==> config.mk <==
export PLATFORM = sky130hd
export DESIGN_NAME = wall_follow_ctrl
export DESIGN_NICKNAME = d
export VERILOG_FILES = /design/src/rtl/wall_follow_ctrl.sv
export SDC_FILE = /design/constraint.sdc
export NUM_CORES = 1
export LEC_CHECK = 0
export CORE_UTILIZATION = 30
export CTS_BUF_LIST = sky130_fd_sc_hd__clkbuf_4
export CTS_CLUSTER_SIZE = 16
export DETAILED_ROUTE_END_ITERATION = 8
export PLACE_DENSITY = 0.53
export SLEW_MARGIN = 20
export SYNTH_ARGS = -nofsm -noshare
export SYNTH_HDL_FRONTEND = slang
export SYNTH_SLANG_ARGS = --single-unit
==> constraint.sdc <==
create_clock -name clk -period 2.19 [get_ports clk]
set_clock_uncertainty 0.15 [all_clocks]
set_input_delay 0.438 -clock clk [delete_from_list [all_inputs] [get_ports clk]]
set_output_delay 0.438 -clock clk [all_outputs]
set_load 0.01 [all_outputs]
==> src/rtl/wall_follow_ctrl.sv <==
// Wall-following navigation controller: debounced front/left sensors drive a registered Moore FSM.
// Latency: a stable raw sensor change reaches the filtered value at edge DEB_LEN and the outputs at DEB_LEN+1.
// Backpressure: none; motor commands are level outputs that the driver samples continuously.
module wall_follow_ctrl #(
    parameter int DEB_LEN     = 3,
    parameter int TURN_LEN    = 4,
    parameter int STUCK_LIMIT = 4
) (
    input  logic       clk,
    input  logic       reset,
    input  logic       enable,
    input  logic       front_sensor,
    input  logic       left_sensor,
    output logic       front,
    output logic       turn,
    output logic       stuck,
    output logic [2:0] state_out
);

    localparam int DW = $clog2(DEB_LEN + 1);
    localparam int TW = $clog2(TURN_LEN + 1);
    localparam int EW = $clog2(STUCK_LIMIT + 1);

    localparam logic [DW-1:0] DEB_LAST  = DW'(DEB_LEN - 1);
    localparam logic [TW-1:0] TURN_LOAD = TW'(TURN_LEN - 1);
    localparam logic [EW-1:0] EP_LIMIT  = EW'(STUCK_LIMIT);
    localparam logic [EW-1:0] EP_MAX    = {EW{1'b1}};

    typedef enum logic [2:0] {
        ST_IDLE   = 3'd0,
        ST_SEARCH = 3'd1,
        ST_FOLLOW = 3'd2,
        ST_TURN   = 3'd3,
        ST_LOST   = 3'd4,
        ST_STUCK  = 3'd5
    } state_t;

    // Bit 0 is the front sensor, bit 1 the left sensor.
    logic [1:0]         raw_dat;
    logic [1:0]         filt;
    logic [1:0][DW-1:0] deb_cnt;

    state_t        state;
    state_t        state_nxt;
    logic [TW-1:0] timer;
    logic [TW-1:0] timer_nxt;
    logic [EW-1:0] ep_cnt;
    logic [EW-1:0] ep_nxt;
    logic [EW-1:0] ep_inc;
    logic          f;
    logic          l;

    assign raw_dat = {left_sensor, front_sensor};
    assign f       = filt[0];
    assign l       = filt[1];
    assign ep_inc  = (ep_cnt == EP_MAX) ? ep_cnt : ep_cnt + 1'b1;

    // Debounce: the filtered value flips only after DEB_LEN consecutive disagreeing samples.
    always_ff @(negedge clk or posedge reset) begin
        if (reset) begin
            filt    <= '0;
            deb_cnt <= '0;
        end else begin
            for (int i = 0; i < 2; i++) begin
                if (raw_dat[i] != filt[i]) begin
                    if (deb_cnt[i] == DEB_LAST) begin
                        filt[i]    <= raw_dat[i];
                        deb_cnt[i] <= '0;
                    end else begin
                        deb_cnt[i] <= deb_cnt[i] + 1'b1;
                    end
                end else begin
                    deb_cnt[i] <= '0;
                end
            end
        end
    end

    // Next-state, turn timer and episode counter; a low enable overrides everything.
    always_comb begin
        state_nxt = state;
        timer_nxt = timer;
        ep_nxt    = ep_cnt;
        if (!enable) begin
            state_nxt = ST_IDLE;
            timer_nxt = '0;
            ep_nxt    = '0;
        end else begin
            case (state)
                ST_IDLE: state_nxt = ST_SEARCH;
                ST_SEARCH: begin
                    if (f) begin
                        state_nxt = ST_TURN;
                        timer_nxt = TURN_LOAD;
                    end else if (l) begin
                        state_nxt = ST_FOLLOW;
                    end
                end
                ST_FOLLOW: begin
                    if (f) begin
                        state_nxt = ST_TURN;
                        timer_nxt = TURN_LOAD;
                    end else if (!l) begin
                        state_nxt = ST_LOST;
                        timer_nxt = TURN_LOAD;
                    end
                end
                ST_TURN, ST_LOST: begin
                    // Sensors are ignored until the episode has run its full length.
                    if (timer != '0) begin
                        timer_nxt = timer - 1'b1;
                    end else begin
                        ep_nxt = ep_inc;
                        if (ep_inc >= EP_LIMIT) begin
                            state_nxt = ST_STUCK;
                        end else if (f) begin
                            state_nxt = ST_TURN;
                            timer_nxt = TURN_LOAD;
                        end else if (l) begin
                            state_nxt = ST_FOLLOW;
                        end else begin
                            state_nxt = ST_SEARCH;
                        end
                    end
                end
                ST_STUCK: state_nxt = ST_STUCK;
                default: begin
                    state_nxt = ST_IDLE;
                    timer_nxt = '0;
                    ep_nxt    = '0;
                end
            endcase
        end
        // Any forward-moving cycle means the robot is making progress again.
        if (state_nxt == ST_SEARCH || state_nxt == ST_FOLLOW) begin
            ep_nxt = '0;
        end
    end

    // State, counters and decoded outputs are all registered so the motor lines never glitch.
    always_ff @(negedge clk or posedge reset) begin
        if (reset) begin
            state  <= ST_IDLE;
            timer  <= '0;
            ep_cnt <= '0;
            front  <= 1'b0;
            turn   <= 1'b0;
            stuck  <= 1'b0;
        end else begin
            state  <= state_nxt;
            timer  <= timer_nxt;
            ep_cnt <= ep_nxt;
            front  <= (state_nxt == ST_SEARCH) || (state_nxt == ST_FOLLOW);
            turn   <= (state_nxt == ST_TURN) || (state_nxt == ST_LOST);
            stuck  <= (state_nxt == ST_STUCK);
        end
    end

    assign state_out = state;

endmodule

Word-level counts from Yosys, hierarchy flattened
Cells that the tools add are included.
{"block": "totals", "regBits": 18, "latch_bits": 0, "ram_bits": 0, "rom_bits": 0, "input_bits": 5, "output_inout_bits": 6, "wordCells": 72, "n_memories": 0}
{"block": "classes", "addsub": 4, "mul": 0, "div": 0, "order_cmp": 1, "eq_ne": 20, "shift": 0, "mux": 26, "n_bitwise": 0, "n_reduce_logical": 11}
{"operator": "2-to-1 mux 3 bit", "count": 17}
{"operator": "equality test 3 bit (second input constant)", "count": 5}
{"operator": "one-hot mux 3 bit (5 select lines)", "count": 1}
{"operator": "equality test 3 x 2 -> 1 bit (second input constant)", "count": 4}
{"operator": "2-to-1 mux 2 bit", "count": 6}
{"operator": "!= test 4 bit (second input constant)", "count": 3}
{"operator": "one-hot mux 3 bit (4 select lines)", "count": 1}
{"operator": "equality test 3 x 1 -> 1 bit (second input constant)", "count": 2}
{"operator": "one-hot mux 3 bit (2 select lines)", "count": 1}
{"operator": "AND reduction 2 bit", "count": 3}
{"operator": "adder 2 x 1 -> 2 bit (second input constant)", "count": 2}
{"operator": "equality test 2 bit (second input constant)", "count": 2}
{"operator": "OR reduction 2 bit", "count": 2}
{"operator": "OR reduction 4 bit", "count": 1}
{"operator": "adder 3 x 1 -> 3 bit (second input constant)", "count": 1}
{"operator": ">= comparator 3 bit (second input constant)", "count": 1}
{"operator": "zero test 3 bit", "count": 1}
{"operator": "!= test 3 x 2 -> 1 bit (second input constant)", "count": 1}
{"operator": "AND reduction 3 bit", "count": 1}
{"operator": "nonzero test 3 bit", "count": 1}
{"operator": "subtractor 3 x 1 -> 3 bit (second input constant)", "count": 1}
{"operator": "logical OR 1 bit", "count": 2}
{"operator": "!= test 1 bit", "count": 2}
{"operator": "!= test 2 bit (second input constant)", "count": 1}

Depth between registers and ports, before layout
{"block": "depth", "word_depth": 11, "depth_mapped": 9, "ltp_nobuf": 8}

==> run summary <==
count of non-filler cells in the finished layout = 193
largest cells by area after synthesis = sky130_fd_sc_hd__dfrtn_1 42%, sky130_fd_sc_hd__o21ai_0 4.6%, sky130_fd_sc_hd__ha_1 3.5%
Post-Synthesis Cells = 117
failing checks = negative setup slack
number of endpoints with negative hold slack in the final report = 0
Setup Viol. Count Final = 13
max-cap check violation count = 0
FF+latch area = 450 um2
root buf cell = sky130_fd_sc_hd__clkbuf_4
horizontal die dimension = 62.1 um
routability congestion estimate = 0.855
result of the run = finished, violations left
CTS max path bufs = 2
power per cell area = 1190 nW/um2
Synth area leader = sky130_fd_sc_hd__dfrtn_1
CP Launch Type = flop
proportion of synthesized chip area in sequential cells = 41.6%
FF-to-FF End = ep_cnt[2]
number of DRC violations after detailed routing = 0
R2R Setup Slk = -190 ps
number of violations reported at the end of detailed-routing iteration 0 = 39
I/O pins = 11
source of the worst register-to-register timing path = timer[1]
fraction of post-synthesis cell area in the top cell type by area = 41.6%
iteration count of the initial detailed-routing pass = 4
number of fill cells = 327
Crit path arrival time = 1950 ps
wire length of the first global-routing pass = 4260 um
layout cell share with drive strength beyond 1 = 38.8%
Detailed Place HPWL = 1650 um
largest stage delay on the critical path = 430 ps
latest clock arrival within the worst-skew pair = 300 ps
biggest fanout along the worst timing path = 2
Crit Path Class = reg2out
clock sink count = 18
NumNets Final = 156
H-tree levels = 1
worst voltage drop across the vdd grid = 0.000588 V
final routed wire length divided by cell count = 13.0 um
utilization of the core after routing = 44.7%
cell at the slowest stage of the critical path = sky130_fd_sc_hd__dfrtn_1
crit path setup slack, layout = -350 ps
category of the worst setup path capture point = output pin
number of synthesized register bits = 18
hold path endpoint = timer[0]
worst-path cell chain = buf_2
Power, Total = 1.80 mW
Distinct cells, synth = 39
die extent in y = 62.1 um
number of clock buffers inserted by TritonCTS = 3
post-detailed-route via-to-cell ratio = 5.03
Global Route Usage Sum = 14.1%
worst slew margin relative to its limit = 77.5%
count of pins over their slew limit = 0
area of the multi-input gates = 696 um2
Pleak = 0.665 nW
logic depth of the worst setup path including buffers = 1
Final Cell Area = 1520 um2
initial antenna violation count = 0
global route total overflow = 0
clock tree from TritonCTS = done
Final Routed Wirelength = 2500 um
unrepaired setup endpoints after global routing = yes
# placed instances = 182
cts-stage hold buffer count = 0
number of global-route vias before repair = 935
largest net degree at the start of global routing = 19
effective utilization at floorplan = 32.0%
TNS Setup = -2920 ps
antenna diode count = 0
P&R area growth vs syn = 39.8%
Worst-Margin Slew = 338 ps
average size of a mapped cell = 9.26 um2
post-synthesis cell area = 1080 um2
Floorplan Core Area = 3390 um2
number of standard-cell rows in the floorplan = 21
delay-heaviest family, CP = flip-flops
worst reg2reg path depth = 8
number of warnings reported in the yosys synthesis log = 0
clock slew at the register clock pins of the worst setup and hold paths = 80 ps
placed cell area = 1360 um2
worst hold path cell count = 2
Bufs and invs on worst path = 1
number of antenna-violating nets in the routed design = 0
post-synthesis net count = 125
class of the tightest hold or removal check = reg2reg
total die area = 3860 um2
required time reported for the critical path endpoint = 1600 ps
start point of the worst hold path = timer[0]
routed via count = 971
PortBufs = 10
-- routing by layer --
metal	up-vias	global-route usage (%)	part of all wire [%]
li1	476	-	-
met1	464	18.4	47
met2	29	21.8	48
met3	2	4.23	4.1
met4	0	5.23	0.76
met5	-	0	0
-- cell usage after synthesis --
cell type	count
sky130_fd_sc_hd__a211oi_1	3
sky130_fd_sc_hd__a21boi_0	1
sky130_fd_sc_hd__a21oi_1	7
sky130_fd_sc_hd__a221oi_2	1
sky130_fd_sc_hd__a222oi_1	1
sky130_fd_sc_hd__a22oi_1	1
sky130_fd_sc_hd__and3_1	1
sky130_fd_sc_hd__and3b_1	1
sky130_fd_sc_hd__buf_4	1
sky130_fd_sc_hd__clkbuf_1	4
sky130_fd_sc_hd__dfrtn_1	18
sky130_fd_sc_hd__ha_1	3
sky130_fd_sc_hd__inv_1	10
sky130_fd_sc_hd__mux2_2	2
sky130_fd_sc_hd__mux2i_1	2
sky130_fd_sc_hd__nand2_1	9
sky130_fd_sc_hd__nand2b_1	3
sky130_fd_sc_hd__nand3_1	1
sky130_fd_sc_hd__nor2_1	8
sky130_fd_sc_hd__nor2b_1	3
sky130_fd_sc_hd__nor3_1	3
sky130_fd_sc_hd__nor3_4	1
sky130_fd_sc_hd__nor3b_1	3
sky130_fd_sc_hd__nor4bb_1	1
sky130_fd_sc_hd__o21a_1	1
sky130_fd_sc_hd__o21ai_0	10
sky130_fd_sc_hd__o21ai_1	2
sky130_fd_sc_hd__o21bai_1	1
sky130_fd_sc_hd__o221a_2	1
sky130_fd_sc_hd__o221ai_2	1
sky130_fd_sc_hd__o2bb2ai_1	1
sky130_fd_sc_hd__o311a_1	1
sky130_fd_sc_hd__o31ai_1	1
sky130_fd_sc_hd__o41a_1	1
sky130_fd_sc_hd__or2_2	1
sky130_fd_sc_hd__or3_1	2
sky130_fd_sc_hd__or3b_1	1
sky130_fd_sc_hd__xnor2_1	3
sky130_fd_sc_hd__xor2_1	2
-- cells by family (layout without fill, tap and decap cells) --
| family | Yosys count | in the layout | share of synthesized area, % |
|---|---|---|---|
| adder cells (fa/ha/maj) | 3 | 3 | 3.46 |
| flip-flops | 18 | 18 | 41.6 |
| AND/OR/NAND/NOR | 38 | 38 | 19.6 |
| multiplexers | 4 | 4 | 3.93 |
| XOR/XNOR | 5 | 5 | 4.04 |
| AO/OA/AOI/OAI | 34 | 34 | 21.8 |
| buffers and inverters | 15 | 45 | 5.54 |
-- per-stage QoR --
step	hold slack (ps)	setup slack, ps
finish	298	-350
global route	324	-398
CTS	302	-355
detailed placement	282	-833
global placement	277	-804
floorplan	259	-174
-- sequential cells by signal, indices dropped and copies added, names as in the netlist --
name       cells
deb_cnt        4
ep_cnt         3
state_out      3
timer          3
filt           2
front          1
stuck          1
turn           1
-- worst max path at each step --
stage | start | end | slack, ps
detailed placement | enable | ep_cnt[0] | -830
global placement | enable | ep_cnt[1] | -800
global route | state_out[0] | state_out[0] | -400
floorplan | enable | ep_cnt[0] | -170
CTS | state_out[2] | state_out[2] | -360
finish | state_out[2] | state_out[2] | -350
-- cell usage in the layout (no fill, tap or decap), types with 3 or more instances in the layout --
cell and instances:
sky130_fd_sc_hd__o21ai_2 3, sky130_fd_sc_hd__clkbuf_4 3, sky130_fd_sc_hd__buf_6 4, sky130_fd_sc_hd__buf_2 7, sky130_fd_sc_hd__nor3b_1 3, sky130_fd_sc_hd__nor3_1 3, sky130_fd_sc_hd__a211oi_2 3, sky130_fd_sc_hd__nor2_1 7
sky130_fd_sc_hd__buf_4 16, sky130_fd_sc_hd__dfrtn_1 18, sky130_fd_sc_hd__nand2_1 8, sky130_fd_sc_hd__inv_2 3, sky130_fd_sc_hd__o21ai_0 7, sky130_fd_sc_hd__inv_1 7, sky130_fd_sc_hd__a21oi_1 6, sky130_fd_sc_hd__nor2b_1 3
-- where the power goes --
| part | switching [mW] | leakage [nW] | total, mW | internal [mW] |
|---|---|---|---|---|
| Sequential | 0.0940 | 0.237 | 0.543 | 0.449 |
| Clock | 0.111 | 0.0154 | 0.177 | 0.0666 |
| Combinational | 0.543 | 0.413 | 1.08 | 0.536 |
-- cell type report --
cell class,count,share of cell area [%]
Multi-Input combinational cell,84,45.9
Tap cell,46,3.80
Inverter,10,2.48
Timing Repair Buffer,31,16.4
Sequential cell,18,29.7
Clock buffer,3,1.49
Clock inverter,1,0.248
-- timing repair --
item	CTS	global route
setup endpoints to repair	24	17
resized for setup	43	14
pin swaps	8	9
buffers inserted	4	3
endpoints found under the hold margin	0	0
Power figures use the tool's default switching activity.
